File: src/rtl/pic_isa_pkg.sv
// pic_isa_pkg: instruction classes, op codes, field encodings and encoder FSM states
package pic_isa_pkg;
  localparam logic [1:0] BYTE = 2'b00;
  localparam logic [1:0] BIT  = 2'b01;
  localparam logic [1:0] LIT  = 2'b11;
  localparam logic [3:0] OP_MOV  = 4'd0;
  localparam logic [3:0] OP_MOVWF = 4'd1;
  localparam logic [3:0] OP_ADD  = 4'd2;
  localparam logic [3:0] OP_SUB  = 4'd3;
  localparam logic [3:0] OP_AND  = 4'd4;
  localparam logic [3:0] OP_INC  = 4'd5;
  localparam logic [3:0] OP_DEC  = 4'd6;
  localparam logic [3:0] OP_XOR  = 4'd7;
  localparam logic [3:0] OP_CLR  = 4'd9;
  localparam logic [3:0] OP_IOR  = 4'd10;
  localparam logic [3:0] OP_SWAP = 4'd11;
  localparam logic [3:0] OP_COM  = 4'd12;
  localparam logic [3:0] OP_BSF  = 4'd13;
  localparam logic [3:0] OP_BCF  = 4'd14;
  typedef enum logic [1:0] {IDLE, OPC, OPR} state_t;
  // Returns {supported, field}; unsupported codes fall back to field 0000
  function automatic logic [4:0] byte_field(input logic [3:0] c);
    case (c)
      OP_MOV:   return 5'b1_1000;
      OP_MOVWF: return 5'b1_0000;
      OP_ADD:   return 5'b1_0111;
      OP_SUB:   return 5'b1_0010;
      OP_AND:   return 5'b1_0101;
      OP_INC:   return 5'b1_1010;
      OP_DEC:   return 5'b1_0011;
      OP_XOR:   return 5'b1_0110;
      OP_CLR:   return 5'b1_0001;
      OP_IOR:   return 5'b1_0100;
      OP_SWAP:  return 5'b1_1110;
      OP_COM:   return 5'b1_1001;
      default:  return 5'b0_0000;
    endcase
  endfunction
  function automatic logic [4:0] lit_field(input logic [3:0] c);
    case (c)
      OP_MOV:  return 5'b1_0000;
      OP_IOR:  return 5'b1_1000;
      OP_AND:  return 5'b1_1001;
      OP_XOR:  return 5'b1_1010;
      OP_SUB:  return 5'b1_1100;
      OP_ADD:  return 5'b1_1110;
      default: return 5'b0_0000;
    endcase
  endfunction
endpackage

File: src/rtl/inst_field_map.sv
// inst_field_map: maps a decoded operation to its opcode byte and a supported flag
module inst_field_map
  import pic_isa_pkg::*;
(
  input  logic [3:0] i_code,
  input  logic       i_lit,
  input  logic       i_d,
  input  logic [2:0] i_bit,
  output logic [7:0] o_opc,
  output logic       o_sup
);
  logic [4:0] w_bf, w_lf;
  logic       w_bitop;
  always_comb begin
    w_bf    = byte_field(i_code);
    w_lf    = lit_field(i_code);
    w_bitop = !i_lit && (i_code == OP_BSF || i_code == OP_BCF);
    o_opc   = i_lit ? {LIT, w_lf[3:0], 2'b00} :
              w_bitop ? {BIT, 1'b0, i_code == OP_BSF, i_bit, 1'b0} :
              {BYTE, w_bf[3:0], i_d, 1'b0};
    o_sup   = i_lit ? w_lf[4] : (w_bitop || w_bf[4]);
  end
endmodule

File: src/rtl/inst_encoder.sv
// inst_encoder: encodes operations into opcode+operand bytes and writes them to program memory
// Define INST_ENCODER_CHECK_EN to reject unsupported ops with an err pulse instead of encoding them as field 0000.
module inst_encoder
  import pic_isa_pkg::*;
#(
  parameter int DEPTH  = 256,
  parameter int ADDR_W = $clog2(DEPTH)
) (
  input  logic              clk,
  input  logic              rst,
  input  logic              prog_clr,
  input  logic              op_valid,
  output logic              op_ready,
  input  logic [3:0]        op_code,
  input  logic              op_lit,
  input  logic              op_d,
  input  logic [2:0]        op_bit,
  input  logic [7:0]        op_operand,
  output logic              mem_we,
  output logic [ADDR_W-1:0] mem_addr,
  output logic [7:0]        mem_wdata,
  output logic              prog_full,
  output logic              err
);
`ifdef INST_ENCODER_CHECK_EN
  localparam bit CHECK_EN = 1'b1;
`else
  localparam bit CHECK_EN = 1'b0;
`endif
  state_t              r_state;
  logic [ADDR_W-1:0]   r_cnt, r_addr;
  logic [7:0]          r_wdata, r_operand;
  logic                r_we, r_full, r_err;
  logic [7:0]          w_opc;
  logic                w_sup;
  inst_field_map u_map (
    .i_code (op_code),
    .i_lit  (op_lit),
    .i_d    (op_d),
    .i_bit  (op_bit),
    .o_opc  (w_opc),
    .o_sup  (w_sup)
  );
  assign op_ready  = (r_state == IDLE) && !r_full && !prog_clr;
  // a clear aborts the byte on the port this very cycle
  assign mem_we    = r_we && !prog_clr;
  assign mem_addr  = r_addr;
  assign mem_wdata = r_wdata;
  assign prog_full = r_full;
  assign err       = r_err;
  always_ff @(posedge clk or posedge rst) begin
    if (rst) begin
      r_state   <= IDLE;
      r_cnt     <= '0;
      r_addr    <= '0;
      r_wdata   <= '0;
      r_operand <= '0;
      r_we      <= 1'b0;
      r_full    <= 1'b0;
      r_err     <= 1'b0;
    end else if (prog_clr) begin
      r_state <= IDLE;
      r_cnt   <= '0;
      r_addr  <= '0;
      r_wdata <= '0;
      r_we    <= 1'b0;
      r_full  <= 1'b0;
      r_err   <= 1'b0;
    end else begin
      r_err <= 1'b0;
      case (r_state)
        IDLE: if (op_valid && !r_full) begin
          r_operand <= op_operand;
          if (CHECK_EN && !w_sup) r_err <= 1'b1;
          else begin
            r_we    <= 1'b1;
            r_wdata <= w_opc;
            r_addr  <= r_cnt;
            r_cnt   <= r_cnt + 1'b1;
            r_state <= OPC;
          end
        end
        OPC: begin
          r_wdata <= r_operand;
          r_addr  <= r_cnt;
          r_cnt   <= r_cnt + 1'b1;
          r_state <= OPR;
        end
        OPR: begin
          r_we    <= 1'b0;
          r_full  <= r_addr == ADDR_W'(DEPTH - 1);
          r_state <= IDLE;
        end
        default: r_state <= IDLE;
      endcase
    end
  end
endmodule
File: config.mk
export PLATFORM = sky130hd
export DESIGN_NAME = inst_encoder
export DESIGN_NICKNAME = d
export VERILOG_FILES = /design/src/rtl/pic_isa_pkg.sv /design/src/rtl/inst_field_map.sv /design/src/rtl/inst_encoder.sv
export SDC_FILE = /design/constraint.sdc
export NUM_CORES = 1
export LEC_CHECK = 0
export BUFFER_PORTS_ARGS = -buffer_cell sky130_fd_sc_hd__buf_4
export CORE_MARGIN = 1
export CORE_UTILIZATION = 53
export CTS_CLUSTER_SIZE = 25
export DETAILED_ROUTE_END_ITERATION = 16
export PLACE_DENSITY = 0.76
export RECOVER_POWER = 25
export SLEW_MARGIN = 0
export SYNTH_ARGS = -nofsm -noshare
export SYNTH_HDL_FRONTEND = slang
export SYNTH_SLANG_ARGS = --single-unit
File: constraint.sdc
create_clock -name clk -period 1.77 [get_ports clk]
set_input_delay 0.354 -clock clk [delete_from_list [all_inputs] [get_ports clk]]
set_output_delay 0.354 -clock clk [all_outputs]
set_load 0.02 [all_outputs]
==> flow_summary.yaml, run 1 <==
synthesis:
  synth_warnings: 0
  avgSynthCellArea_um2: 10.83
  syn_nets: 200
  synth-main-ff-cell: "dfrtp_1"
  synth_edf_count: 0
  synth.yosys.seq_area_share_pct: 48.10
  synth_cell_types: 42
  synth_top_area_share_pct: 48.10
  synth_area_leaders: "dfrtp_1 (48%), a22o_1 (5.6%), mux2_4 (4.8%)"
  ys_ff_latch: 36
  async_flop_share_pct: 100.0
  synth_common_cells: "dfrtp_1 (36), a22o_1 (12), o21ai_0 (12), nor2_1 (11)"
  syn-cell-area_mm2: 0.001873
  yosys.area.top_type: "dfrtp_1"
  synth_most_common_cell: "dfrtp_1"
  syn_inst: 173
critical_path:
  end_kind: "output port"
  cp_top_family: "flip-flops"
  cp_slowest_cell: "dfrtp_2"
  path_cells: "nor4_4, buf_4"
  crit_buf_inv: 1
  crit_fanout: 4
  critPathKind: "flop to output port"
  cp-start-kind: "flop"
  required_ns: 1.42
  critical_path_arrival_ns: 1.35
  max_stage_delay_ns: 0.46
routing:
  drt.antenna.violating_nets: 0
  viasPerCell: 5.780
  vias: 1526
  routed_wl_um: 4003
  drt-pass1-iter-count: 4
  drt_iter0_drc: 80
  drc_errors: 0
  wl_per_cell_um: 15.16
flow_run:
  cap_violations: 0
cts:
  cts_buffers: 5
  cts_root_buffer: "clkbuf_4"
  insertion_delay_ns: 0.34
  cts_tree: "built"
  clockBufferDepth: 2
  cts_hold_buffers: 0
  cts-htree-levels: 2
  cts.sinks: 36
  path_clk_slew_ns: 0.10
power_and_ir_drop:
  p_leak_nw: 1.116
  peakVddDrop_mv: 0.5067
  p_per_area_mw_per_mm2: 765.7
global_routing:
  antenna_found_initial: 0
  grt_pass1_wl_um: 6292
  grt_pass1_vias: 1424
  grt_use_total_pct: 23.18
  grt_remaining_overflow: 0
  grt_max_degree: 37
finish:
  n_antenna_cell: 0
  final_cells: 264
  synthToLayoutAreaGrowth_pct: 22.58
  nets: 244
  fillers: 282
  drive_gt1_share_pct: 33.03
floorplan:
  die_y_um: 61.45
  die_w_um: 61.45
  rows: 21
  ios: 41
  core_area_mm2: 0.003363
  die_area_mm2: 0.003775
  start_util_pct: 55.69
timing:
  skew_ns: 0.005032
  timing.setup.tns_ns: 0
  finalHoldViolCount: 0
  worstMarginPinSlew_ns: 0.8816
  setup_viol_count_final: 0
  min_period_ns: 1.700
  rsz0062_at_grt: "false"
  fmax_mhz: 588.2
  max_slew_margin_pct: 41.22
  report.final.slew_viol_count: 0
  finalCritPeriodShare_pct: 96.05
outcome:
  status: "finished clean"
placed_design:
  io_buffers: 39
  placed_cells: 254
  dp_hpwl_um: 2978
  gp_congestion: 0.8071
min_path:
  hp-class: "input port to flop"
kinds of logic (layout without fill, tap and decap cells):
group | count (synthesis) | count (layout) | synth area share, %
compound gates | 52 | 52 | 19.64
xor+xnor | 5 | 5 | 2.338
fa+ha+maj | 6 | 6 | 4.008
buf+inv | 20 | 65 | 5.277
flops | 36 | 36 | 48.10
mux | 12 | 12 | 8.951
other cells | 1 | 1 | 0.2002
simple gates | 41 | 41 | 11.49
placed cells by master, fill, tap and decap left out, types with 2 or more instances in the layout:
master,n
ha_1,6
nor2_1,11
nand2_1,10
mux2_4,6
o31ai_1,3
o211ai_1,2
clkbuf_4,6
a22o_1,12
nand2b_1,2
xor2_1,5
nor3_1,5
nor2b_1,2
o21ai_0,12
mux2_2,4
nand3_1,2
nand4_1,3
and4_1,2
o2111ai_1,2
buf_4,47
dfrtp_1,35
inv_1,7
clkbuf_1,2
a21oi_1,10
a22oi_1,3
stage by stage:
stage / instance area, um2 / worst slack (ns) / hold slack [ns] / util [%] / power [mW]
floorplan: 1882 / 0.09428 / 0.4661 / - / 1.175
global placement: 2223 / 0.07552 / 0.4800 / 66.11 / 1.293
detailed placement: 2223 / 0.03742 / 0.4918 / 66.11 / 1.307
CTS: 2282 / 0.01764 / 0.1219 / 67.86 / 1.760
global route: 2296 / 0.01957 / 0.2218 / 68.27 / 1.840
finish: 2296 / 0.06984 / 0.2415 / 68.27 / 1.758
routing by layer:
layer | vias to the layer above | wire length, um | global-route usage [%]
met5 | - | 0 | 0
li1 | 717 | - | -
met3 | 8 | 179 | 6.513
met4 | 0 | 63 | 8.889
met1 | 751 | 1804 | 29.05
met2 | 50 | 1956 | 38.20
power by group:
group | switching [mW] | internal [mW]
sequential | 0.0536 | 0.889
clock | 0.266 | 0.196
combinational | 0.175 | 0.177
layout make-up:
type	instances	area [um2]	area share [%]
Inverter	8	30.03	1.308
Sequential cell	36	902.1	39.29
Multi-Input combinational cell	117	882.1	38.42
Timing Repair Buffer	49	365.4	15.91
Clock buffer	8	58.81	2.561
Tap cell	46	57.56	2.507
final timing paths:
kind | from | endpoint | slack [ns] | cells past startpoint
min reg2reg | r_operand[7] | r_operand[7] | 0.51 | 1
max | r_state[1] | op_ready | 0.07 | 2
max reg2reg | prog_full | r_cnt[7] | 0.09 | 5
min in group asynchronous | rst | r_operand[1] | 0.28 | 3
max in group asynchronous | rst | r_state[1] | 0.90 | 3
min | op_operand[0] | r_operand[0] | 0.24 | 2
registers in the layout, summed over array words and instances (netlist names):
register,flops
mem_wdata,8
prog_full,1
mem_addr,8
r_operand,8
r_state,2
r_cnt,8
r_we,1
repair_timing:
item                                    in CTS  in global routing
setup buffers                                0                  2
gates resized for setup                      0                  1
hold endpoints to repair                     0                  0
endpoints found under the setup margin       0                  1
Note: power is estimated with default switching activity, not from simulation.
==> inputs of run 2 (changes only) <==
--- a/config.mk
+++ b/config.mk
@@ -5,12 +5,13 @@
 export SDC_FILE = /design/constraint.sdc
 export NUM_CORES = 1
 export LEC_CHECK = 0
+export ABC_AREA = 1
 export BUFFER_PORTS_ARGS = -buffer_cell sky130_fd_sc_hd__buf_4
 export CORE_MARGIN = 1
-export CORE_UTILIZATION = 53
+export CORE_UTILIZATION = 54
 export CTS_CLUSTER_SIZE = 25
 export DETAILED_ROUTE_END_ITERATION = 16
-export PLACE_DENSITY = 0.76
+export PLACE_DENSITY = 0.77
 export RECOVER_POWER = 25
 export SLEW_MARGIN = 0
 export SYNTH_ARGS = -nofsm -noshare
==> run 2 against run 1 <==
  * Via count rose by 16%
  * Maximum frequency grew 5.1%
  * Combinational power decreased by 5%
  * Sequential power fell by 2.4%
  * Worst hold slack better by 0.014 ns
  * Setup slack improved by 0.083 ns
  * Clock skew grew 0.0028 ns
  * Critical endpoint unchanged
  * Largest cell class unchanged
  * Largest power group unchanged
  * Highest routed layer unchanged
==> flow_summary.yaml, run 2 <==
synthesis:
  async_flop_share_pct: 100.0
  synth_cell_types: 24
  yosys.area.top_type: "dfrtp_1"
  synth_edf_count: 0
  synth_area_leaders: "dfrtp_1 (45%), nand2_1 (19%), inv_1 (6.3%)"
  syn_inst: 279
  avgSynthCellArea_um2: 7.216
  synth_top_area_share_pct: 44.75
  syn_nets: 306
  syn-cell-area_mm2: 0.002013
  synth_warnings: 0
  ys_ff_latch: 36
  synth-main-ff-cell: "dfrtp_1"
  synth_common_cells: "nand2_1 (103), dfrtp_1 (36), inv_1 (34), nand3_1 (21)"
  synth.yosys.seq_area_share_pct: 44.75
  synth_most_common_cell: "nand2_1"
cts:
  path_clk_slew_ns: 0.07
  cts-htree-levels: 2
  cts_resized: 0
  cts.sinks: 36
  clockBufferDepth: 2
  cts_root_buffer: "clkbuf_8"
  postCtsSetupRepairBufs: 0
  cts_hold_buffers: 0
  cts_tree: "built"
  insertion_delay_ns: 0.29
  cts_buffers: 5
global_routing:
  met2_usage_pct: 38.71
  grtUsageMet3_pct: 5.616
  grt_use_total_pct: 23.98
  grt_pass1_vias: 1720
  grt_pass1_wl_um: 7452
  grt_remaining_overflow: 0
  antenna_found_initial: 0
  grt.busiest_layer: "met2"
  met1_usage_pct: 31.64
  grt_max_degree: 37
placed_design:
  io_buffers: 39
  gp_congestion: 0.8407
  dp_hpwl_um: 2951
critical_path:
  regToRegSetupSlack_ns: 0.36
  critical_path_arrival_ns: 1.26
  max_stage_delay_ns: 0.45
  r2r_start: "prog_full"
  crit_buf_inv: 1
  worst_r2r_path_depth: 7
  required_ns: 1.42
  cp_top_family: "flip-flops"
  critPathKind: "flop to output port"
  path_cells: "nor4_1, buf_4"
  reg2reg_to: "mem_wdata[0]"
  crit_fanout: 7
  cp-start-kind: "flop"
  cp_slowest_cell: "dfrtp_1"
  end_kind: "output port"
finish:
  synthToLayoutAreaGrowth_pct: 18.89
  n_antenna_cell: 0
  nets: 345
  regArea_um2: 900.9
  fillers: 310
  multiInputGateArea_um2: 898.4
  final_common_cell: "nand2_1"
  drive_gt1_share_pct: 18.50
  final_cell_mix: "nand2_1 (103), buf_4 (38), dfrtp_1 (36)"
floorplan:
  die_y_um: 63.06
  die_w_um: 63.06
  start_util_pct: 58.49
  core_area_mm2: 0.003442
  die_area_mm2: 0.003977
  rows: 21
  ios: 41
routing:
  viasPerCell: 4.860
  drt_iter0_drc: 119
  drt-pass1-iter-count: 4
  routed_wl_um: 3990
  drc_errors: 0
  vias: 1774
  wl_per_cell_um: 10.93
  drt.antenna.violating_nets: 0
min_path:
  whs_path_depth: 3
  hp-class: "input port to flop"
  min_to: "r_operand[6]"
  min_from: "op_operand[6]"
timing:
  finalHoldViolCount: 0
  skew_ns: 0.007827
  finalCritPeriodShare_pct: 91.35
  timing.setup.tns_ns: 0
  report.final.slew_viol_count: 0
  setup_viol_count_final: 0
  max_slew_margin_pct: 43.97
  worstMarginPinSlew_ns: 0.8404
  min_period_ns: 1.617
  hold_slack_ns: 0.2556
  fmax_mhz: 618.4
  rsz0062_at_grt: "false"
power_and_ir_drop:
  peakVddDrop_mv: 0.6384
  p_per_area_mw_per_mm2: 759.3
  p_leak_nw: 1.332
outcome:
  status: "finished clean"
flow_run:
  cap_violations: 0
## run 2: cell types whose count changed in the layout (fill, tap and decap cells not counted), sizes merged, moves of 5 or more
| cell | before | now |
|---|---|---|
| xor2 | 5 | 0 |
| a22o | 12 | 1 |
| mux2 | 10 | 0 |
| a21oi | 11 | 3 |
| nand3 | 2 | 21 |
| buf | 47 | 38 |
| o21ai | 12 | 23 |
| nor2 | 11 | 20 |
| inv | 8 | 40 |
| nand4 | 3 | 8 |
| nand2 | 10 | 106 |
## run 2: area by class of cell
cell class / count / area share, %
Multi-Input combinational cell: 194 / 37.53
Clock buffer: 7 / 3.189
Timing Repair Buffer: 40 / 12.44
Tap cell: 46 / 2.405
Sequential cell: 36 / 37.64
Inverter: 41 / 6.430
Clock inverter: 1 / 0.3659
## run 2: worst reg2reg max path, cell delays in order, from the launching register on
cell     delay, ns
dfrtp_1       0.41
inv_1         0.06
nand2_1       0.06
nand2_1       0.08
nand2_2       0.08
nand2_2       0.22
inv_2         0.19
a22o_1        0.21
## run 2: cell families after synthesis
kind of cell / count (synthesis) / synth area share (%)
and+or+nand+nor: 158 / 33.13
buffers and inverters: 49 / 10.63
DFF: 36 / 44.75
AOI/OAI and AO/OA: 29 / 7.583
adders and majority gates: 6 / 3.729
other: 1 / 0.1863
## run 2: where the power goes
group	switching (mW)	internal, mW
combinational	0.207	0.126
sequential	0.0357	0.885
clock	0.283	0.281
total	0.526	1.29
## run 2: worst max-delay path by stage
stage                              end  depth (start not counted)  slack (ns)  startpoint
after floorplan               op_ready                          1        0.30  r_state[0]
after global placement    mem_wdata[3]                         12        0.18  op_code[1]
after detailed placement  mem_wdata[3]                         12        0.13  op_code[0]
after CTS                     op_ready                          2        0.13  r_state[0]
after global routing          op_ready                          2        0.07  r_state[0]
final                         op_ready                          2        0.15  r_state[0]
## run 2: per-layer routing
| metal | part of all wire (%) | vias up |
|---|---|---|
| li1 | - | 951 |
| met5 | 0 | - |
| met3 | 3.8 | 7 |
| met1 | 50 | 782 |
| met4 | 1.1 | 0 |
| met2 | 45 | 34 |
## run 2: stage by stage
stage | util [%] | std cells | cell area, um2 | setup slack, ns | total power, mW
final | 69.54 | 365 | 2394 | 0.1530 | 1.817
after global routing | 69.54 | 365 | 2394 | 0.07290 | 1.930
after CTS | 69.61 | 365 | 2396 | 0.1345 | 1.835
after detailed placement | 67.14 | 357 | 2311 | 0.1266 | 1.272
after global placement | 67.14 | 357 | 2311 | 0.1835 | 1.267
after floorplan | - | 279 | 2013 | 0.3002 | 1.158
==> inputs of run 3 (changes only) <==
--- a/config.mk
+++ b/config.mk
@@ -8,10 +8,10 @@
 export ABC_AREA = 1
 export BUFFER_PORTS_ARGS = -buffer_cell sky130_fd_sc_hd__buf_4
 export CORE_MARGIN = 1
-export CORE_UTILIZATION = 54
+export CORE_UTILIZATION = 25
 export CTS_CLUSTER_SIZE = 25
 export DETAILED_ROUTE_END_ITERATION = 16
-export PLACE_DENSITY = 0.77
+export PLACE_DENSITY = 0.41
 export RECOVER_POWER = 25
 export SLEW_MARGIN = 0
 export SYNTH_ARGS = -nofsm -noshare
==> constraint.sdc (replaced) <==
create_clock -name clk -period 1.77 [get_ports clk]
set_input_delay 0.354 -clock clk [delete_from_list [all_inputs] [get_ports clk]]
set_output_delay 0.354 -clock clk [all_outputs]
set_load 0.01 [all_outputs]
==> run 3 against run 2 <==
  * Clock power rose by 11%
  * Sequential power grew 0.5%
  * Design area up 3.7%
  * Register-to-register slack gained 0.06 ns
  * Die area up 110%
  * Total power increased by 3.3%
  * Global-route usage fell by 11 points
  * Routed wire length grew 22%
  * Utilization is 38 points lower
  * Sequential share of layout area fell by 1.3 points
==> flow_summary.yaml, run 3 (synthesis gave the netlist of run 2 again) <==
outcome:
  status: "finished clean"
floorplan:
  die_y_um: 91.74
  die_area_mm2: 0.008415
  start_util_pct: 25.92
  core_area_mm2: 0.007767
  rows: 32
  ios: 41
  die_w_um: 91.74
global_routing:
  grt_remaining_overflow: 0
  grt_max_degree: 37
  grt_use_total_pct: 12.54
  antenna_found_initial: 0
  grt_pass1_wl_um: 8397
  grt_pass1_vias: 1696
finish:
  drive_gt1_share_pct: 19.12
  nets: 346
  final_cell_mix: "nand2_1 (103), buf_4 (39), dfrtp_1 (36)"
  final_common_cell: "nand2_1"
  synthToLayoutAreaGrowth_pct: 23.31
  n_antenna_cell: 0
  fillers: 870
cts:
  postCtsSetupRepairBufs: 0
  clockBufferDepth: 2
  cts_buffers: 5
  cts-htree-levels: 2
  cts_tree: "built"
  cts_root_buffer: "clkbuf_8"
  cts.sinks: 36
  path_clk_slew_ns: 0.07
  insertion_delay_ns: 0.28
  cts_resized: 0
  cts_hold_buffers: 0
critical_path:
  cp-start-kind: "flop"
  worst_r2r_path_depth: 9
  regToRegSetupSlack_ns: 0.42
  reg2reg_to: "mem_wdata[4]"
  cp_slowest_cell: "dfrtp_1"
  max_stage_delay_ns: 0.46
  r2r_start: "prog_full"
  critPathKind: "flop to output port"
  end_kind: "output port"
  required_ns: 1.42
  critical_path_arrival_ns: 1.24
  path_cells: "nor4_1, buf_4"
  crit_buf_inv: 1
  crit_fanout: 7
  cp_top_family: "flip-flops"
power_and_ir_drop:
  switching_share_pct: 27.62
  p_leak_nw: 1.345
  clockPowerShare_pct: 33.4
  p_per_area_mw_per_mm2: 756.1
  p_int_mw: 1.358
  combPwrFrac_pct: 17.3
  seqPwrFrac_pct: 49.3
  p_sw_mw: 0.5185
  peakVddDrop_mv: 0.3237
timing:
  finalCritPeriodShare_pct: 89.78
  worst_slack_ns: 0.1808
  finalHoldViolCount: 0
  setup_viol_count_final: 0
  fmax_mhz: 629.3
  hold_slack_ns: 0.2601
  report.final.slew_viol_count: 0
  skew_ns: 0.003644
  timing.setup.tns_ns: 0
  max_slew_margin_pct: 39.03
  min_period_ns: 1.589
  rsz0062_at_grt: "false"
  worstMarginPinSlew_ns: 0.9146
routing:
  drt_iter0_drc: 93
  wl_per_cell_um: 11.59
  drt.antenna.violating_nets: 0
  viasPerCell: 4.311
  drc_errors: 0
  vias: 1815
  routed_wl_um: 4879
  drt-pass1-iter-count: 4
flow_run:
  cap_violations: 0
placed_design:
  dp_hpwl_um: 3649
  gp_congestion: 0.8223
  io_buffers: 39
  place_ws_ns: 0.1190
min_path:
  whs_path_depth: 3
  min_from: "op_operand[0]"
  min_to: "r_operand[0]"
  hp-class: "input port to flop"
-- run 3: metal layers --
metal  global-route usage, %  part of all wire (%)  vias to the layer above
met1                   18.75                    53                      811
met5                       0                     0                        -
met3                   2.902                   4.0                        2
met2                   18.05                    43                       45
met4                   3.125                  0.51                        0
li1                        -                     -                      957
-- run 3: area by class of cell --
| class | instances | area, um2 | share of cell area [%] |
|---|---|---|---|
| Sequential cell | 36 | 900.9 | 36.29 |
| Tap cell | 102 | 127.6 | 5.141 |
| Clock buffer | 7 | 96.34 | 3.881 |
| Multi-Input combinational cell | 194 | 898.4 | 36.19 |
| Inverter | 41 | 153.9 | 6.200 |
| Timing Repair Buffer | 41 | 305.3 | 12.30 |
-- run 3: worst max path at each step --
stage	to	slack, ns	startpoint	cells past startpoint
floorplan	mem_wdata[3]	0.41	op_code[0]	11
global placement	mem_wdata[2]	0.14	op_code[0]	12
detailed placement	mem_wdata[4]	0.12	op_code[0]	12
CTS	op_ready	0.17	r_state[0]	2
global route	op_ready	0.13	r_state[0]	2
finish	op_ready	0.18	r_state[0]	2
-- run 3: worst register-to-register path, delay by kind of cell (launching register included) --
kind / cells / cell delay, ns
buf+inv: 2 / 0.21
flops: 1 / 0.41
compound gates: 1 / 0.16
simple gates: 6 / 0.50
-- run 3: power groups by stage --
stage	logic, mW	clock network (mW)	registers [mW]
2_1_floorplan	0.203	0	0.937
3_3_place_gp	0.335	0	0.940
3_5_place_dp	0.331	0	0.940
4_1_cts	0.332	0.659	0.925
5_1_grt	0.373	0.697	0.932
6_report	0.325	0.627	0.925
-- run 3: stage by stage --
stage          util [%]  cell area [um2]  instances  power (mW)
2_1_floorplan         -             2013        279       1.140
3_3_place_gp      30.75             2389        414       1.275
3_5_place_dp      30.75             2389        414       1.271
4_1_cts           31.99             2485        421       1.916
5_1_grt           31.96             2482        421       2.002
6_report          31.96             2482        421       1.877
